===== config.mk =====
export PLATFORM = sky130hd
export DESIGN_NAME = load_store_unit
export DESIGN_NICKNAME = d
export VERILOG_FILES = /design/src/rtl/load_store_unit_pkg.sv /design/src/rtl/load_store_unit_lane.sv /design/src/rtl/load_store_unit.sv
export SDC_FILE = /design/constraint.sdc
export NUM_CORES = 1
export LEC_CHECK = 0
export BUFFER_PORTS_ARGS = -buffer_cell sky130_fd_sc_hd__buf_2
export CORE_MARGIN = 2
export CORE_UTILIZATION = 40
export DETAILED_ROUTE_END_ITERATION = 12
export HOLD_SLACK_MARGIN = 0.15
export PLACE_DENSITY = 0.69
export SETUP_SLACK_MARGIN = 0.05
export SLEW_MARGIN = 20
export SYNTH_ARGS = -nofsm -noshare
export SYNTH_HDL_FRONTEND = slang
export SYNTH_SLANG_ARGS = --single-unit
export TNS_END_PERCENT = 100

===== constraint.sdc =====
create_clock -name clk -period 3 [get_ports clk]
set_input_delay 0.3 -clock clk [delete_from_list [all_inputs] [get_ports clk]]
set_output_delay 0.3 -clock clk [all_outputs]
set_load 0.01 [all_outputs]

===== src/rtl/load_store_unit_pkg.sv =====
// Shared definitions for the load/store unit: op codes, FSM encoding, memory geometry.
// Latency: none (declarations and pure helper functions only).
// Backpressure: not applicable.
package load_store_unit_pkg;

    localparam int MEM_WORDS_DEF = 256;
    localparam int IDX_W_DEF     = 8;

    localparam logic [2:0] OP_LW  = 3'd0;
    localparam logic [2:0] OP_LH  = 3'd1;
    localparam logic [2:0] OP_LHU = 3'd2;
    localparam logic [2:0] OP_LB  = 3'd3;
    localparam logic [2:0] OP_LBU = 3'd4;
    localparam logic [2:0] OP_SW  = 3'd5;
    localparam logic [2:0] OP_SH  = 3'd6;
    localparam logic [2:0] OP_SB  = 3'd7;

    typedef enum logic [1:0] {
        ST_IDLE     = 2'd0,
        ST_ACCESS   = 2'd1,
        ST_MERGE_WR = 2'd2,
        ST_RESP     = 2'd3
    } lsu_state_t;

    // Op codes are ordered so that every load sits below the first store.
    function automatic logic is_load(input logic [2:0] op);
        return (op <= OP_LBU);
    endfunction

    // Word ops need a 4-byte aligned address, halfword ops a 2-byte aligned one.
    function automatic logic is_misaligned(input logic [2:0] op, input logic [1:0] off);
        logic bad;
        bad = 1'b0;
        case (op)
            OP_LW, OP_SW:         bad = (off != 2'b00);
            OP_LH, OP_LHU, OP_SH: bad = off[0];
            default:              bad = 1'b0;
        endcase
        return bad;
    endfunction

endpackage


===== src/rtl/load_store_unit_lane.sv =====
// Byte/halfword lane steering: extends load lanes and merges store lanes into a word.
// Latency: purely combinational.
// Backpressure: none; outputs follow inputs.
module lane_align
    import load_store_unit_pkg::*;
(
    input  logic [31:0] word,
    input  logic [1:0]  offset,
    input  logic [2:0]  op,
    input  logic [31:0] wdata,
    output logic [31:0] load_data,
    output logic [31:0] merged
);

    logic [7:0]  byte_sel;
    logic [15:0] half_sel;

    // Little-endian lane selection and sign/zero extension for loads.
    always_comb begin
        byte_sel  = word[{offset, 3'b000} +: 8];
        half_sel  = offset[1] ? word[31:16] : word[15:0];
        load_data = word;
        case (op)
            OP_LH:   load_data = {{16{half_sel[15]}}, half_sel};
            OP_LHU:  load_data = {16'h0000, half_sel};
            OP_LB:   load_data = {{24{byte_sel[7]}}, byte_sel};
            OP_LBU:  load_data = {24'h000000, byte_sel};
            default: load_data = word;
        endcase
    end

    // Overlay the store lane onto the previously read word for sub-word stores.
    always_comb begin
        merged = word;
        case (op)
            OP_SB:   merged[{offset, 3'b000} +: 8]        = wdata[7:0];
            OP_SH:   merged[{offset[1], 4'b0000} +: 16]   = wdata[15:0];
            default: merged = word;
        endcase
    end

endmodule


===== src/rtl/load_store_unit.sv =====
// Load/store master for a single-port word memory with sub-word access and error checks.
// Latency: error 1 cycle, load/SW 2 cycles, SH/SB 3 cycles from request handshake to resp_valid.
// Backpressure: one op in flight; req_ready only in IDLE, RESP holds until resp_ready.
module load_store_unit
    import load_store_unit_pkg::*;
#(
    parameter int MEM_WORDS = MEM_WORDS_DEF,
    parameter int IDX_W     = IDX_W_DEF
)
(
    input  logic        clk,
    input  logic        rst_n,
    input  logic        req_valid,
    output logic        req_ready,
    input  logic [2:0]  req_op,
    input  logic [31:0] req_addr,
    input  logic [31:0] req_wdata,
    output logic        resp_valid,
    input  logic        resp_ready,
    output logic [31:0] resp_rdata,
    output logic        resp_err,
    output logic        mem_memwrite,
    output logic [31:0] mem_endereco,
    output logic [31:0] mem_writedata,
    input  logic [31:0] mem_readdata
);

    lsu_state_t  state;
    logic [2:0]  op_q;
    logic [1:0]  off_q;
    logic [31:0] wdata_q;

    logic [IDX_W-1:0] req_idx;
    logic             req_oor;
    logic             req_bad;
    logic [31:0]      load_data;
    logic [31:0]      merged;

    // Decode the incoming request; anything past the last word is rejected.
    always_comb begin
        req_idx = req_addr[IDX_W+1:2];
        req_oor = ({2'b00, req_addr[31:2]} >= 32'(MEM_WORDS));
        req_bad = req_oor || is_misaligned(req_op, req_addr[1:0]);
    end

    assign req_ready  = (state == ST_IDLE);
    assign resp_valid = (state == ST_RESP);

    // The lane logic always works on the live read data of the latched index.
    lane_align u_lane (
        .word      (mem_readdata),
        .offset    (off_q),
        .op        (op_q),
        .wdata     (wdata_q),
        .load_data (load_data),
        .merged    (merged)
    );

    // Control FSM with registered memory strobes and response data.
    always_ff @(posedge clk or negedge rst_n) begin
        if (!rst_n) begin
            state         <= ST_IDLE;
            op_q          <= OP_LW;
            off_q         <= 2'b00;
            wdata_q       <= '0;
            resp_rdata    <= '0;
            resp_err      <= 1'b0;
            mem_memwrite  <= 1'b0;
            mem_endereco  <= '0;
            mem_writedata <= '0;
        end else begin
            case (state)
                ST_IDLE: begin
                    if (req_valid) begin
                        op_q       <= req_op;
                        off_q      <= req_addr[1:0];
                        wdata_q    <= req_wdata;
                        resp_rdata <= '0;
                        if (req_bad) begin
                            // No memory cycle for a rejected request.
                            resp_err <= 1'b1;
                            state    <= ST_RESP;
                        end else begin
                            resp_err     <= 1'b0;
                            mem_endereco <= {{(32-IDX_W){1'b0}}, req_idx};
                            if (req_op == OP_SW) begin
                                mem_memwrite  <= 1'b1;
                                mem_writedata <= req_wdata;
                            end
                            state <= ST_ACCESS;
                        end
                    end
                end
                ST_ACCESS: begin
                    if (is_load(op_q)) begin
                        resp_rdata <= load_data;
                        state      <= ST_RESP;
                    end else if (op_q == OP_SW) begin
                        mem_memwrite <= 1'b0;
                        state        <= ST_RESP;
                    end else begin
                        // Sub-word store: write back the merged word next cycle.
                        mem_writedata <= merged;
                        mem_memwrite  <= 1'b1;
                        state         <= ST_MERGE_WR;
                    end
                end
                ST_MERGE_WR: begin
                    mem_memwrite <= 1'b0;
                    state        <= ST_RESP;
                end
                ST_RESP: begin
                    if (resp_ready) begin
                        state <= ST_IDLE;
                    end
                end
                default: state <= ST_IDLE;
            endcase
        end
    end

endmodule


# Word-level counts from Yosys, hierarchy flattened
# Index checks and enable logic that the tools add are counted.
[op_classes]
addsub = 2
magnitude_cmp = 2
eq_ne = 21
shift = 5
n_mux = 28
bitwise_logic = 1
n_reduce_logical = 14
[ops]
columns = ["operator", "count"]
rows = [
  ["2-to-1 mux 32 bit", 7],
  ["one-hot mux 32 bit (2 select lines)", 3],
  ["one-hot mux 32 bit (4 select lines)", 1],
  ["bitwise mux 32 bit", 2],
  ["variable shift 16 x 7 -> 32 bit, first input constant", 1],
  ["variable shift 8 x 7 -> 32 bit, first input constant", 1],
  ["indexed part select 16 x 7 -> 32 bit", 1],
  ["indexed part select 32 x 6 -> 8 bit", 1],
  ["indexed part select 8 x 7 -> 32 bit", 1],
  [">= comparator 30 x 9 -> 1 bit, second input constant", 1],
  ["equality test 3 bit, second input constant", 6],
  ["2-to-1 mux 16 bit", 1],
  ["negator 5 -> 7 bit", 2],
  ["!= test 2 bit, second input constant", 5],
  ["equality test 3 x 2 -> 1 bit, second input constant", 3],
  ["2-to-1 mux 1 bit", 8],
  ["one-hot mux 2 bit (4 select lines)", 1],
  ["equality test 3 x 1 -> 1 bit, second input constant", 2],
  ["2-to-1 mux 2 bit", 3],
  ["AND reduction 3 bit", 2],
  ["AND reduction 6 bit", 1],
  ["AND reduction 5 bit", 1],
  ["equality test 2 bit, second input constant", 2],
  ["!= test 2 x 1 -> 1 bit, second input constant", 2],
  ["other kinds (13)", 15],
]
[totals]
reg_bits = 97
input_bits = 103
output_inout_bits = 100
word_cells = 82

# Longest topological paths before layout
[depth]
word_depth = 7
depth_mapped = 10
ltp_nobuf = 7

# By module
# A second synthesis with hierarchy kept.
[hier_totals]
cells_unflattened = 800
hier_area_um2 = 7294.5
[modules_own_cells]
columns = ["module", "instances", "cells_per_inst", "area_per_inst_um2", "seq_area_each_um2"]
rows = [
  ["load_store_unit", 1, 609, 5813.1, 2827.7],
  ["lane_align", 1, 191, 1481.4, 0.0],
]

# Worst setup path after synthesis
# Ideal clock, no wire load.
[synth_timing]
path_kind = "register to register"
start = "reg off_q[1]"
end = "reg mem_writedata[24]"
setup_ps = 64
arrival_time_ps = 2869
required_ps = 2936
slack_ps = 66
stages_incl_launch_ff = 11
path_buffers = 3
period_less_slack_ps = 2934
path_cell_list = "dfrtp_1 -> clkbuf_1 -> clkbuf_1 -> clkinv_1 -> clkbuf_1 -> ha_1 -> nor3b_1 -> nor3b_1 -> a221o_1 -> o22a_1 -> mux2_2"
[synth_between]
elab_chain_len = 7
word_cells_on_any_way = 12
classes_between = "add/sub (2); shift (4); mux (6)"
[synth_lines]
columns = ["element", "line", "text"]
rows = [
  ["from (decl)", "load_store_unit.sv:30", "logic [1:0] off_q;"],
  ["from (signal assigned)", "load_store_unit.sv:76", "off_q <= req_addr[1:0];"],
  ["negator 5 -> 7 bit (on tied branches)", "load_store_unit_lane.sv:37, load_store_unit_lane.sv:36", ""],
  ["indexed part select 16 x 7 -> 32 bit, or another cell as far along", "load_store_unit_lane.sv:37", "OP_SH: merged[{offset[1], 4'b0000} +: 16] = wdata[15:0];"],
  ["bitwise mux 32 bit (on tied branches)", "load_store_unit_lane.sv:37, load_store_unit_lane.sv:36", ""],
  ["one-hot mux 32 bit (2 select lines) (*)", "load_store_unit_lane.sv:35", "case (op)"],
  ["2-to-1 mux 32 bit (*)", "load_store_unit.sv:98", "end else if (op_q == OP_SW) begin"],
  ["2-to-1 mux 32 bit (*)", "load_store_unit.sv:95", "if (is_load(op_q)) begin"],
  ["one-hot mux 32 bit (2 select lines) (*)", "load_store_unit.sv:72", "case (state)"],
  ["to (signal assigned)", "load_store_unit.sv:88", "mem_writedata <= req_wdata;"],
  ["to (signal assigned)", "load_store_unit.sv:103", "mem_writedata <= merged;"],
  ["to (decl)", "load_store_unit.sv:24", "output logic [31:0] mem_writedata,"],
]
# Every way passes the cells marked *; elsewhere a longest branch is shown, timed or not. The select of a mux whose other input is x is not followed.
# A chain may end at the register's enable or synchronous reset.

# Final worst setup path
[layout_timing]
start = "in req_addr[16]"
end = "reg mem_writedata[28]"
[layout_between]
elab_chain_len = 4
[layout_lines]
columns = ["element", "line", "text"]
rows = [
  ["from (decl)", "load_store_unit.sv:16", "input logic [31:0] req_addr,"],
  [">= comparator 30 x 9 -> 1 bit", "load_store_unit.sv:42", "req_oor = ({2'b00, req_addr[31:2]} >= 32'(MEM_WORDS));"],
  ["logical OR 1 bit", "load_store_unit.sv:43", "req_bad = req_oor || is_misaligned(req_op, req_addr[1:0]);"],
  ["!= test 2 bit (no source line)", "-", ""],
  ["AND reduction 6 bit (no source line)", "-", ""],
]
# Every way passes these cells.

==> flow_metrics.tcl <==
set metrics [dict create \
    syn_area_sq_um 5800 \
    core_sq_um 14000 \
    fin_tns_setup_ps 0 \
    cts_made_buffers 9 \
    post-place-ws_ps 116 \
    cts_sinks 97 \
    cts_resized 0 \
    port_buffers 178 \
    via_per_inst 5.73 \
    critPathKind "in2reg" \
    critPathLaunchType "input port" \
    hold_viol 0 \
    synth_seq_area_share_pct 41.9 \
    ios 203 \
    die_w_microns 124 \
    max_cap_violations 0 \
    fmax_mhz 399 \
    drc 0 \
    layout.nets 874 \
    tightest_slew_ps 841 \
    cts_tree "built" \
    clk_latency_ps 360 \
    holdCritPathClass "in2reg" \
    gp_congestion 0.934 \
    final_cell_mix "buf_2 (177), dfrtp_1 (97), o21ai_0 (52), mux2_2 (46), nand2_1 (39)" \
    ys_warn_count 0 \
    antenna_found_initial 0 \
    vias 5425 \
    yosys_most_used_dff "dfrtp_1" \
    cp_max_fo 32 \
    start_util_pct 41.3 \
    ys_types 53 \
    vdd_drop_max_uv 473 \
    drive_above_1_share_pct 36.0 \
    fin_crit_sh_pct 83.5 \
    slowest_stage "or4_1" \
    die_area_sq_um 15500 \
    ctsLongestPathBuffers 2 \
    drv_slew 0 \
    dpl.hpwl_microns 14000 \
    fin_skew_ps 7.68 \
    synth_edf_count 0 \
    grt-ovfl-total 0 \
    first_global_vias 5215 \
    postCtsSetupRepairBufs 0 \
    grt.total_usage_pct 22.9 \
    cts_hold_buf 1 \
    synthArstFlopShare_pct 100 \
    grt_pass1_wl_microns 28300 \
    crit_required_ps 3240 \
    end_kind "flip-flop" \
    leakage_nw 3.42 \
    root_buffer "clkbuf_16" \
    cts_max_level 3 \
    drt-wirelength-per-cell_microns 19.2 \
    die_h_microns 124 \
    drtPass1Iterations 8 \
    rsz0062_at_grt "no" \
    utilization_pct 50.8 \
    status "finished, final reports clean" \
    cpMostUsedCell "or4_1" \
    crit_chain "buf_2, or4_1, or4_1, a2111o_1, a221oi_4, buf_12, mux2_2" \
    syn_to_final_growth_pct 23.0 \
    synth.avg_cell_area_sq_um 9.78 \
    antenna_cells 0 \
    relSlewSlack_pct 43.8 \
    clk_pin_slew_worst_paths_ps 70 \
    worst_ep_arrival_time_ps 2740 \
    regArea_sq_um 2430 \
    mostFrequentLayoutCell "buf_2" \
    powerDensity_nw_per_um2 1080 \
    fin_ws_ps 494 \
    drt-total-wl_microns 18200 \
    synth-seq-cells 97 \
    fillers 1322 \
    placementRows 43 \
    period_needed_ps 2510 \
    grt_max_degree 59 \
    drtAntennaViolNets 0 \
    drtIter0Drc 503 \
    syn_inst 593 \
    finalSetupViolCount 0 \
    critPathMaxStageDelay_ps 530 \
    multi_input_area_sq_um 3020 \
]
-- kinds of logic (layout without fill, tap and decap cells) --
kind of cell | count (synthesis) | after routing | share of synthesized area, %
buffers and inverters | 88 | 239 | 7.58
AOI/OAI and AO/OA | 187 | 187 | 23.0
xor gates and xnor gates | 2 | 2 | 0.302
adders and majority gates | 9 | 9 | 1.94
muxes | 67 | 67 | 12.6
DFF | 97 | 97 | 41.9
other | 1 | 24 | 0.0647
and+or+nand+nor | 142 | 142 | 12.7
-- path summary, 6_finish.rpt --
check	start	endpoint	slack (ps)	cells past startpoint
min in group asynchronous	rst_n	mem_endereco[5]	560	2
worst min register to register	resp_rdata[22]	resp_rdata[22]	480	2
worst max-delay path	req_addr[16]	mem_writedata[28]	490	7
worst min-delay path	req_wdata[10]	wdata_q[10]	190	2
max in group asynchronous	rst_n	resp_rdata[16]	1670	3
worst max register to register	off_q[0]	mem_writedata[28]	500	7
-- Yosys cell counts, drive strengths merged (2+ instances only) --
cell type | instances | share of area [%]
nor4bb | 2 | 0.35
nand3 | 10 | 0.86
dfrtp | 97 | 42
a222oi | 15 | 2.6
o22a | 8 | 1.2
a21boi | 9 | 1.2
nand2b | 4 | 0.43
ha | 9 | 1.9
inv | 24 | 1.6
mux2 | 46 | 8.9
or2 | 14 | 1.5
nor4 | 6 | 0.65
or4 | 2 | 0.26
nand2 | 39 | 2.5
buf | 29 | 3.8
a221oi | 2 | 0.60
a21oi | 28 | 2.4
a31oi | 4 | 0.43
mux2i | 21 | 3.6
nand4 | 2 | 0.22
o32ai | 7 | 1.1
nand3b | 4 | 0.52
nor2 | 28 | 1.8
a22o | 13 | 2.0
and2 | 3 | 0.32
and3 | 3 | 0.32
nand4b | 2 | 0.30
a21o | 9 | 1.2
a32o | 7 | 1.2
a221o | 14 | 2.4
nor3b | 3 | 0.39
nor2b | 15 | 1.6
o21a | 2 | 0.26
nor3 | 3 | 0.26
o22ai | 9 | 0.97
clkbuf | 34 | 2.2
o21ai | 54 | 4.7
-- metrics by stage --
step,hold slack [ps],area [sq um],total power [mW],std cells
2_1_floorplan,4.41,5880,5.12,616
4_1_cts,178,7130,7.69,947
3_3_place_gp,396,6820,6.35,930
6_report,188,7130,7.68,947
3_5_place_dp,408,6820,6.48,930
5_1_grt,186,7130,8.21,947
-- power breakdown --
part           internal [mW]  switching, mW
logic                   1.78           2.34
clock network          0.672          0.515
registers               1.89          0.479
total                   4.34           3.34
-- state kept, by name (all words and copies together) (netlist names) --
signal / flops
mem_memwrite: 1
resp_rdata: 32
wdata_q: 16
state: 2
mem_endereco: 8
resp_err: 1
off_q: 2
mem_writedata: 32
op_q: 3
-- per-layer routing --
metal	share of wire (%)	track usage, %	vias to the layer above
li1	-	-	2480
met1	40	29.4	2613
met2	48	37.7	295
met3	9.2	6.27	37
met4	2.4	7.27	0
met5	0	0	-
-- layout make-up --
cell class,instances,share of cell area (%)
Multi-Input combinational cell,431,42.4
Sequential cell,97,34.0
Timing Repair Buffer,198,14.8
Clock buffer,10,3.35
Tap cell,180,3.16
Inverter,25,1.32
Clock inverter,6,0.930
-- critical path, delay by kind of cell --
kind / cells / cell delay [ps]
AND/OR/NAND/NOR: 2 / 1010
AO/OA/AOI/OAI: 2 / 710
buffers and inverters: 2 / 350
multiplexers: 1 / 370
Power figures use the tool's default switching activity.
